File: src/rtl/hex_display_pkg.sv
// hex_display_pkg: shared types and constants for the hex display scheduler
package hex_display_pkg;
  typedef enum logic [1:0] {IDLE, SCAN, DONE} state_t;
  localparam int DIGIT_W = 7;
  localparam int NIBBLE_W = 4;
  localparam logic [DIGIT_W-1:0] SEG_BLANK = 7'h7F;
endpackage

File: src/rtl/hex_display_sched_if.sv
// hex_display_sched_if: value handshake and display outputs of the hex display scheduler
interface hex_display_sched_if #(parameter int NUM_DIGITS = 8);
  logic [4*NUM_DIGITS-1:0] in_value;
  logic in_valid;
  logic in_ready;
  logic [7*NUM_DIGITS-1:0] seg_out;
  logic busy;
  logic done;
  modport master(output in_value, in_valid, input in_ready, seg_out, busy, done);
  modport slave(input in_value, in_valid, output in_ready, seg_out, busy, done);
endinterface

File: src/rtl/hexadigit8.sv
// hexadigit8: hex nibble to active-low seven-segment pattern (bit0 = a .. bit6 = g)
module hexadigit8
  import hex_display_pkg::*;
(
  input  logic [NIBBLE_W-1:0] nibble,
  output logic [DIGIT_W-1:0]  seg
);
  localparam logic [DIGIT_W-1:0] LUT [16] = '{
    7'h40, 7'h79, 7'h24, 7'h30, 7'h19, 7'h12, 7'h02, 7'h78,
    7'h00, 7'h10, 7'h08, 7'h03, 7'h46, 7'h21, 7'h06, 7'h0E
  };
  assign seg = LUT[nibble];
endmodule

File: src/rtl/hex_display_sched.sv
// hex_display_sched: time-shares one hex decoder over NUM_DIGITS segment registers, MSB first; HEX_LEADING_ZERO_BLANK_EN blanks leading zeros
module hex_display_sched
  import hex_display_pkg::*;
#(
  parameter int NUM_DIGITS = 8
) (
  input logic clk,
  input logic rst,
  hex_display_sched_if.slave bus
);
  localparam int IDX_W = (NUM_DIGITS > 1) ? $clog2(NUM_DIGITS) : 1;
  state_t state, state_nx;
  logic [IDX_W-1:0] idx;
  logic [NIBBLE_W*NUM_DIGITS-1:0] shadow;
  logic [DIGIT_W*NUM_DIGITS-1:0] seg;
  logic [NIBBLE_W-1:0] nib;
  logic [DIGIT_W-1:0] dec, pat;
  logic accept;
  assign accept = state == IDLE && bus.in_valid;
  assign nib = shadow[idx*NIBBLE_W +: NIBBLE_W];
  hexadigit8 u_dec (.nibble(nib), .seg(dec));
`ifdef HEX_LEADING_ZERO_BLANK_EN
  logic seen_nonzero;
  always_ff @(posedge clk)
    if (rst || accept) seen_nonzero <= 1'b0;
    else if (state == SCAN && nib != '0) seen_nonzero <= 1'b1;
  assign pat = (!seen_nonzero && nib == '0 && idx != '0) ? SEG_BLANK : dec;
`else
  assign pat = dec;
`endif
  always_comb begin
    state_nx = accept ? SCAN :
               (state == SCAN && idx == '0) ? DONE :
               (state == DONE) ? IDLE : state;
  end
  always_ff @(posedge clk) begin
    if (rst) begin
      state <= IDLE;
      idx <= '0;
      shadow <= '0;
      seg <= '1;
    end else begin
      state <= state_nx;
      if (accept) begin
        shadow <= bus.in_value;
        idx <= IDX_W'(NUM_DIGITS - 1);
      end
      if (state == SCAN) begin
        seg[idx*DIGIT_W +: DIGIT_W] <= pat;
        idx <= idx - 1'b1;
      end
    end
  end
  assign bus.in_ready = state == IDLE;
  assign bus.busy = state == SCAN;
  assign bus.done = state == DONE;
  assign bus.seg_out = seg;
endmodule

File: src/flat_wrapper.sv
// flat-port wrapper written by rule: the top's interface ports become plain ports
module hex_display_sched_flat import hex_display_pkg::*;
#(
  parameter int NUM_DIGITS = 8
)
  (clk, rst, bus_in_value, bus_in_valid, bus_in_ready, bus_seg_out, bus_busy, bus_done);
  hex_display_sched_if #(.NUM_DIGITS(NUM_DIGITS)) bus_i ();
  input logic clk;
  input logic rst;
  input wire logic [$bits(bus_i.in_value)-1:0] bus_in_value;
  input wire logic [$bits(bus_i.in_valid)-1:0] bus_in_valid;
  output wire logic [$bits(bus_i.in_ready)-1:0] bus_in_ready;
  output wire logic [$bits(bus_i.seg_out)-1:0] bus_seg_out;
  output wire logic [$bits(bus_i.busy)-1:0] bus_busy;
  output wire logic [$bits(bus_i.done)-1:0] bus_done;
  assign bus_i.in_value = bus_in_value;
  assign bus_i.in_valid = bus_in_valid;
  assign bus_in_ready = bus_i.in_ready;
  assign bus_seg_out = bus_i.seg_out;
  assign bus_busy = bus_i.busy;
  assign bus_done = bus_i.done;
  hex_display_sched #(.NUM_DIGITS(NUM_DIGITS)) u_core (.clk(clk), .rst(rst), .bus(bus_i));
endmodule
File: config.mk
export PLATFORM = sky130hd
export DESIGN_NAME = hex_display_sched_flat
export DESIGN_NICKNAME = d
export VERILOG_FILES = /design/src/rtl/hex_display_pkg.sv /design/src/rtl/hex_display_sched_if.sv /design/src/rtl/hexadigit8.sv /design/src/rtl/hex_display_sched.sv /design/src/flat_wrapper.sv
export SDC_FILE = /design/constraint.sdc
export NUM_CORES = 1
export LEC_CHECK = 0
export CAP_MARGIN = 10
export CORE_ASPECT_RATIO = 1.5
export CORE_MARGIN = 3
export CORE_UTILIZATION = 53
export DETAILED_ROUTE_END_ITERATION = 12
export PLACE_DENSITY = 0.95
export SLEW_MARGIN = 20
export SYNTH_ARGS = -nofsm -noshare
export SYNTH_HDL_FRONTEND = slang
export SYNTH_SLANG_ARGS = --single-unit
File: constraint.sdc
create_clock -name clk -period 4.7 [get_ports clk]
set_input_delay 0.705 -clock clk [delete_from_list [all_inputs] [get_ports clk]]
set_output_delay 0.705 -clock clk [all_outputs]
set_load 0.03 [all_outputs]
======== Word level (Yosys, flattened, before mapping) ========
Memories as Yosys holds them, arrays and structs flattened.
Index checks and enable logic that the tools add are counted.
W data, S select, Z words.
storage, ports and cells
  register bits ........................... 93
  ROM bits ................................ 112
  bits of input ports ..................... 35
  output and inout port bits .............. 59
  word-level logic and storage cells ...... 32
  memories kept ........................... 1
memory list
  memory            words  bits a word  rd ports  clocked after memory_dff  wr ports  RTL line          RTL
  (name not given)  16     7            1         0                         0         hexadigit8.sv:12  assign seg = LUT[nibble];
operators by class
  $add $sub $neg .......................... 2
  multipliers ............................. 1
  $lt $le $gt $ge ......................... 1
  eq/ne operators ......................... 2
  shift operators ......................... 3
  mux-type cells .......................... 8
  bitwise gates (word level) .............. 1
  reduce and logical (&&, ||, !) cells .... 8
operator list
  kind                       count
  $bwmux W56                 1
  $shift A7 B34 Y56 const A  1
  $shiftx A7 B34 Y56         1
  $neg A6 Y34                1
  $shiftx A32 B6 Y4          1
  $mux W7                    2
  $mul A3 B3 Y6 const B      1
  $mux W3                    2
  $ge A5 B5 Y1 const B       1
  $not A4 Y5                 1
  $mux W2                    2
  $reduce_bool A2 Y1         2
  $logic_not A3 Y1           1
  $reduce_bool A3 Y1         1
  $sub A3 B1 Y3 const B      1
  $eq A2 B1 Y1 const B       1
  $eq A2 B2 Y1 const B       1
  $logic_and A1 B1 Y1        2
  $logic_not A2 Y1           1
  $reduce_or A2 Y1           1
  $mux W1                    1

======== Depth between registers and ports, before layout ========
  word-level depth ........................ 7
  mapped depth ............................ 11
  depth with buffers taken out ............ 9

======== Modules after synthesis ========
From an unflattened synthesis, not the netlist that was laid out.
second synthesis, totals
  cells, all modules ...................... 403
  area total of the unflattened synthesis .. 3868.7 sq um
by module, submodules not included
  module             instances  cells each  area each (sq um)  sequential area each (sq um)
  hex_display_sched  1          368         3621.0             1861.8
  hexadigit8         1          35          247.7              0.0

======== Worst setup path after synthesis ========
OpenSTA, ideal clock, no wires.
  kind .................................... register to register
  start ................................... register u_core.idx[0]
  end ..................................... register u_core.seg[21], in the netlist u_core.bus.seg_out[21]
  arrival ................................. 2709 ps
  slack ................................... 1869 ps
  stages on the path, launching flop included .. 10
  buffers on the path ..................... 2
  clock period less this slack ............ 2831 ps
  path through ............................ dfxtp_1 -> buf_2 -> buf_2 -> mux4_2 -> mux2i_1 -> inv_1 -> ha_1 -> nor3b_1 -> a221o_1 -> a221o_1
between the ends
  word-level cells in the longest chain between the ends .. 7
  elaborated cells on any way between the ends .. 10
  those cells by class .................... add/sub: 1; mul: 1; shift: 3; mux: 3; bitwise: 1; memory: 1
RTL lines
  what                                                 RTL line                 RTL
  start, declared                                      hex_display_sched.sv:13  logic [IDX_W-1:0] idx;
  start signal, assigned                               hex_display_sched.sv:46  idx <= IDX_W'(NUM_DIGITS - 1);
  start signal, assigned                               hex_display_sched.sv:50  idx <= idx - 1'b1;
  branches (longest 6 deep; another with $neg A6 Y34)  -
  $bwmux W56 *                                         hex_display_sched.sv:49  seg[idx*DIGIT_W +: DIGIT_W] <= pat;
  end signal, assigned by index                        hex_display_sched.sv:49
  end, declared                                        hex_display_sched.sv:15  logic [DIGIT_W*NUM_DIGITS-1:0] seg;
Mark *: on every way between the ends. The select of a mux whose other input is x is not followed.
A chain may end at the register's enable or synchronous reset.

======== Worst setup path in the final report ========
  start ................................... register u_core.idx[0]
  end ..................................... register u_core.seg[17], in the netlist u_core.bus.seg_out[17]
Same word-level chain as after synthesis.

==> impl_metrics.xml <==
<?xml version="1.0" encoding="UTF-8"?>
<metrics>
  <group name="run_status">
    <metric name="status" unit="">finished clean</metric>
  </group>
  <group name="clocking">
    <metric name="post_cts_resize_count" unit="">0</metric>
    <metric name="clock-root-buffer" unit="">clkbuf_8</metric>
    <metric name="clock_insertion_delay_worst_skew" unit="ns">0.36</metric>
    <metric name="worst_setup_hold_path_clk_slew" unit="ns">0.08</metric>
    <metric name="numCtsBuffers" unit="">9</metric>
    <metric name="cts_tree" unit="">done</metric>
    <metric name="cts_buffer_depth" unit="">2</metric>
    <metric name="htree_num_levels" unit="">3</metric>
    <metric name="cts-hold-fix-buffers" unit="">0</metric>
    <metric name="post-cts-setup-buffer-count" unit="">0</metric>
    <metric name="numClockSinks" unit="">93</metric>
  </group>
  <group name="global_route">
    <metric name="grt.met2_usage" unit="">0.4036</metric>
    <metric name="overflow" unit="">0</metric>
    <metric name="first_global_vias" unit="">3230</metric>
    <metric name="groute.usage.overall" unit="">0.2382</metric>
    <metric name="top_usage_layer" unit="">met2</metric>
    <metric name="antenna_violations_before_repair" unit="">0</metric>
    <metric name="gr-usage-met1" unit="">0.2774</metric>
    <metric name="first_pass_grt_wire_length" unit="um">15100</metric>
    <metric name="grt_max_degree" unit="">64</metric>
    <metric name="grt.met3_usage" unit="">0.04356</metric>
  </group>
  <group name="synthesis">
    <metric name="mappedNetlistArea" unit="sq mm">0.003849</metric>
    <metric name="post-synth-top-area-cell" unit="">dfxtp_1</metric>
    <metric name="synth_flop_cell" unit="">dfxtp_1</metric>
    <metric name="yosys_warnings" unit="">0</metric>
    <metric name="synth_top_area_share" unit="">0.4837</metric>
    <metric name="postSynth.asyncResetShare" unit="">0</metric>
    <metric name="synth_edf_count" unit="">0</metric>
    <metric name="yosys.cell_count.top_type" unit="">dfxtp_1</metric>
    <metric name="netlist_top_cells_area" unit="">dfxtp_1 (48%), a221o_1 (7.5%), nand2_1 (6.9%), mux2i_1 (5.5%), a21oi_1 (5.2%)</metric>
    <metric name="synth.ff_latch_count" unit="">93</metric>
    <metric name="number_of_unique_standard_cell_types_used_by_synthesis" unit="">37</metric>
    <metric name="proportion_of_synthesized_chip_area_in_sequential_cells" unit="">0.4837</metric>
    <metric name="synth.top_cells.by_count" unit="">dfxtp_1 (93), nand2_1 (71), a21oi_1 (40)</metric>
    <metric name="synth.net_count" unit="">440</metric>
    <metric name="postSynthCellCount" unit="">394</metric>
    <metric name="post_synthesis_area_per_instance" unit="sq um">9.768</metric>
  </group>
  <group name="floorplanning">
    <metric name="design.die.area" unit="sq mm">0.008341</metric>
    <metric name="floorplan.initialDensity" unit="">0.5542</metric>
    <metric name="design.portCount" unit="">94</metric>
    <metric name="rows" unit="">37</metric>
    <metric name="die_h" unit="um">110.4</metric>
    <metric name="fp.coreArea" unit="sq mm">0.006944</metric>
    <metric name="die-width" unit="um">75.58</metric>
  </group>
  <group name="sta">
    <metric name="post-route-period-util" unit="">0.7094</metric>
    <metric name="finalMaxSlewViolations" unit="">0</metric>
    <metric name="max_freq" unit="MHz">299.9</metric>
    <metric name="worst_slew_pin_slew" unit="ns">1.007</metric>
    <metric name="grt_setup_unrepaired" unit="">no</metric>
    <metric name="report.final.hold_viol_count" unit="">0</metric>
    <metric name="report.final.setup_viol" unit="">0</metric>
    <metric name="finalWorstPathRequiredPeriod" unit="ns">3.334</metric>
    <metric name="hold_ws" unit="ns">0.4585</metric>
    <metric name="max-slew-margin-rel" unit="">0.3287</metric>
    <metric name="fin_tns_setup" unit="ns">0</metric>
    <metric name="finClkSkew" unit="ns">0.005361</metric>
    <metric name="postLayoutSetupSlackWorst" unit="ns">1.366</metric>
  </group>
  <group name="power">
    <metric name="max-vdd-ir-drop" unit="V">0.0002246</metric>
    <metric name="power.density_cell_area" unit="mW/mm^2">363.6</metric>
    <metric name="static_leakage" unit="nW">1.961</metric>
  </group>
  <group name="placed_design">
    <metric name="place.gp.congestion" unit="">0.8323</metric>
    <metric name="post_dp_cell_area" unit="sq mm">0.004773</metric>
    <metric name="pre_cts_ws" unit="ns">1.415</metric>
    <metric name="portBuffers" unit="">93</metric>
    <metric name="dpl.hpwl" unit="um">6860</metric>
    <metric name="placed_cells" unit="">540</metric>
  </group>
  <group name="finish">
    <metric name="antenna_cells" unit="">0</metric>
    <metric name="finish.net_count" unit="">519</metric>
    <metric name="filler_cell_count" unit="">517</metric>
    <metric name="layout-area-overhead-vs-synth" unit="%">29.00</metric>
    <metric name="final_layout_size_suffix_gt1_frac" unit="">0.06904</metric>
    <metric name="final-instance-count-excl-fill" unit="">556</metric>
    <metric name="post_route_design_area" unit="sq mm">0.004965</metric>
  </group>
  <group name="min_path">
    <metric name="min_path_type" unit="">reg2reg</metric>
    <metric name="hold_path_startpoint" unit="">u_core.shadow[26]</metric>
    <metric name="worst_hold_path.num_cells" unit="">2</metric>
    <metric name="hold_end" unit="">u_core.shadow[26]</metric>
  </group>
  <group name="setup_path">
    <metric name="timing.critical_path.arrival" unit="ns">3.65</metric>
    <metric name="kind_of_start_point_of_the_critical_path" unit="">flop</metric>
    <metric name="critPathRequiredTime" unit="ns">5.01</metric>
    <metric name="timing.rr.end" unit="">u_core.bus.seg_out[17]</metric>
    <metric name="critPathKind" unit="">reg2reg</metric>
    <metric name="critical_path_peak_fanout" unit="">17</metric>
    <metric name="reg2reg_setup_slack" unit="ns">1.37</metric>
    <metric name="beginning_of_the_worst_register_to_register_path" unit="">u_core.idx[0]</metric>
    <metric name="r2r_cells" unit="">9</metric>
    <metric name="critPathCaptureType" unit="">flop</metric>
  </group>
  <group name="route">
    <metric name="drt-wirelength-per-cell" unit="um">16.70</metric>
    <metric name="vias" unit="">3190</metric>
    <metric name="finalWirelength" unit="um">9286</metric>
    <metric name="drcViolationCount" unit="">0</metric>
    <metric name="antenna_left" unit="">0</metric>
    <metric name="post_drt_via_cell_ratio" unit="">5.737</metric>
    <metric name="first_iter_violations" unit="">218</metric>
    <metric name="first_pass_iters" unit="">5</metric>
  </group>
  <group name="run">
    <metric name="maxCapViolCount" unit="">0</metric>
  </group>
</metrics>
[cell type report]
class	instances	area, sq um	share of cell area
multi-input combinational	264	1836	0.3697
inverter	10	37.54	0.007560
timing repair buffer	95	940.9	0.1895
sequential	93	1862	0.3750
clock buffer	10	127.6	0.02571
tap	78	97.59	0.01966
clock inverter	6	63.81	0.01285
[registers in the layout (all words and copies together), names as in the netlist]
signal              cells
u_core.bus.seg_out     56
u_core.shadow          32
u_core.state            2
u_core.idx              3
[worst max path at each step]
stage	depth (start not counted)	slack [ns]	endpoint	from
global placement	9	1.53	u_core.bus.seg_out[17]	u_core.idx[0]
global route	7	1.05	u_core.bus.seg_out[47]	u_core.idx[0]
CTS	7	1.35	u_core.bus.seg_out[47]	u_core.idx[0]
finish	9	1.37	u_core.bus.seg_out[17]	u_core.idx[0]
floorplan	9	1.87	u_core.bus.seg_out[21]	u_core.idx[0]
detailed placement	9	1.41	u_core.bus.seg_out[17]	u_core.idx[0]
[worst max-delay path, cell delays in order, from the launching register on]
cell	delay, ns
dfxtp_1	0.86
mux4_2	0.60
mux2_2	0.33
inv_1	0.14
ha_1	0.27
inv_1	0.06
mux2i_1	0.06
mux2i_1	0.70
nand4_1	0.18
nand2_1	0.09
[kinds of logic (layout without fill, tap and decap cells)]
group / count (synthesis) / count (layout) / synth area share
buffers and inverters: 37 / 121 / 0.04064
and+or+nand+nor: 125 / 125 / 0.1440
AOI/OAI and AO/OA: 95 / 95 / 0.1775
DFF: 93 / 93 / 0.4837
xor gates and xnor gates: 1 / 1 / 0.002276
adders and majority gates: 11 / 11 / 0.03576
muxes: 32 / 32 / 0.1161
[through the flow]
step                total power, W  utilization
finish                    0.001805       0.7150
global route              0.001889       0.7150
CTS                       0.001816       0.7150
detailed placement        0.001307       0.6874
global placement          0.001289       0.6874
floorplan                 0.001172            -
[cells in the final DEF, fill, tap and decap left out, types with 6 or more instances in the layout]
master,count
inv_1,8
nand2_1,71
mux2i_1,21
ha_1,11
clkbuf_8,9
o21ai_0,6
a21oi_1,40
dfxtp_1,93
clkdlybuf4s50_1,92
nand2b_1,16
a221o_1,29
mux4_2,8
nor2_1,20
[routing by layer]
layer,routed length [um],vias to the layer above,share of wire
met2,5003,110,0.54
met1,3547,1501,0.38
met5,0,-,0
li1,-,1559,-
met4,271,0,0.029
met3,464,20,0.050
[report_power, final]
| part | leakage, nW | internal (W) | total, W | switching [W] |
|---|---|---|---|---|
| logic | 1.11 | 0.000174 | 0.000420 | 0.000246 |
| clock network | 0.0923 | 0.000245 | 0.000513 | 0.000268 |
| registers | 0.759 | 0.000833 | 0.000872 | 0.0000390 |
| total | 1.96 | 0.00125 | 0.00181 | 0.000554 |
Note: power is estimated with default switching activity, not from simulation.
==> variant, RTL diff (same settings) <==
Re-encode `state_t` (3 states) as one-hot, 3 bits wide.
--- a/src/rtl/hex_display_pkg.sv
+++ b/src/rtl/hex_display_pkg.sv
@@ -2,3 +2,3 @@
 package hex_display_pkg;
-  typedef enum logic [1:0] {IDLE, SCAN, DONE} state_t;
+  typedef enum logic [2:0] {IDLE = 3'b001, SCAN = 3'b010, DONE = 3'b100} state_t;
   localparam int DIGIT_W = 7;
Check against the original RTL: no difference found for any inputs over 10 cycles, from zero or initial values and one cycle with rst high; not proved beyond that.
==> variant against the original RTL <==
- routed wire length up 5.8%
- total power rose by 1.0%
- non-clock buffer count unchanged
- sequential share of layout area fell by 0.56 points
- clock power grew 18%
- first-iteration DRC count is 28% higher
- design area grew 2.6%
- sequential cell count grew 1
- setup slack got worse by 30 ps
- count of clock-buffer cells in the layout rose by 1
- combinational power decreased by 16%
- synthesized area grew 1.7%
- critical endpoint is now u_core.bus.seg_out[50]$_SDFFE_PP1P_
==> variant: results (changes against the original RTL) <==
metric	value	unit	change
status	finished clean		unchanged
gp_congestion	0.874		was 0.832
power.share.clock	33.2	%	was 28.4%
min-delay-start	u_core.shadow[12]$_SDFFE_PP0P_		was u_core.shadow[26]$_SDFFE_PP0P_
routed_wire_length_per_instance	15.8	microns	was 16.7 microns
drive_gt1_share	6.67	%	was 6.90%
yosysUniqueCellTypes	39		was 37
dp_cells	606		was 540
ys_top_cells_by_area	dfxtp_1 48%, a21oi_1 9.3%, nand2_1 7.0%		was dfxtp_1 48%, a221o_1 7.5%, nand2_1 6.9%
vias	3502		was 3190
r2r_end	u_core.bus.seg_out[50]$_SDFFE_PP1P_		was u_core.bus.seg_out[17]$_SDFFE_PP1P_
fillers	538		was 517
maxSlewHeadroom	33.9	%	was 32.9%
fin_crit_sh	71.6	%	was 70.9%
synth_nets	485		was 440
globalRouteTotalUtil	23.5	%	was 23.8%
routed_wl	9.83	mm	was 9.29 mm
avgSynthCellArea	8.92	sq um	was 9.77 sq um
skew	11.6	ps	was 5.36 ps
grt_pass1_wl	16.1	mm	was 15.1 mm
wl_met1	3.68	mm	was 3.55 mm
fin_nets	566		was 519
drtIter0Drc	280		was 218
place_ws	1360	ps	was 1410 ps
synth_commonest_cells	94 x dfxtp_1, 73 x a21oi_1, 73 x nand2_1		was 93 x dfxtp_1, 71 x nand2_1, 40 x a21oi_1
seqPwrFrac	47.5	%	was 48.3%
hold_depth	2		unchanged
power	1.82	mW	was 1.81 mW
met3_wirelength	422	microns	was 464 microns
intPower	1.30	mW	was 1.25 mW
dp_hpwl	7.14	mm	was 6.86 mm
seq_area_frac_synth	48.1	%	was 48.4%
hold_buffers	0		unchanged
peakVddDrop	0.000274	V	was 0.000225 V
worst-r2r-setup-slack	1340	ps	was 1370 ps
ff2ff_path_depth	8		was 9
dr_wl_met2	5.49	mm	was 5.00 mm
power.leakage	1.97	nW	was 1.96 nW
whs_endpoint	u_core.shadow[12]$_SDFFE_PP0P_		was u_core.shadow[26]$_SDFFE_PP0P_
[variant: cell types whose count changed after synthesis, sizes merged, moves of 4 or more]
| cell | before | now |
|---|---|---|
| nor2 | 20 | 24 |
| a211oi | 4 | 14 |
| a221o | 29 | 0 |
| mux2i | 23 | 9 |
| a221oi | 1 | 5 |
| a21oi | 40 | 74 |
| o21ai | 6 | 51 |
| and3 | 0 | 5 |
| nand2b | 16 | 0 |
| o211ai | 0 | 5 |
[variant: stage by stage]
stage | util, % | instance area (sq um) | hold slack (ps)
2_1_floorplan | - | 3910 | 432
3_3_place_gp | 69.1 | 4860 | 440
3_5_place_dp | 69.1 | 4860 | 447
4_1_cts | 72.4 | 5090 | 459
5_1_grt | 72.4 | 5090 | 478
6_report | 72.4 | 5090 | 456
[variant: cells by family after synthesis]
group | count (synthesis) | synth area share (%)
adders and majority gates | 11 | 3.52
and+or+nand+nor | 124 | 13.5
xor gates and xnor gates | 1 | 0.224
AOI/OAI and AO/OA | 153 | 21.9
DFF | 94 | 48.1
muxes | 20 | 8.79
buffers and inverters | 36 | 4.03
[variant: routing by layer]
metal	up-vias	GRT usage [%]
met5	-	0
met4	0	8.95
met3	20	5.20
met2	120	44.6
met1	1644	24.7
li1	1718	-
[variant: critical path, stage by stage, from the launching register on]
cell,delay [ps]
dfxtp_1,830
mux4_1,640
mux2i_1,410
inv_1,170
ha_1,250
inv_1,100
mux2i_1,160
a22oi_1,500
o21ai_0,170
[variant: cell type report]
cell class / count / area share [%]
clock buffers: 11 / 2.97
clock inverters: 5 / 1.60
inverters: 11 / 0.811
multi-input cells: 309 / 36.8
flip-flops and latches: 94 / 36.9
well taps: 97 / 2.38
repair buffers: 95 / 18.5
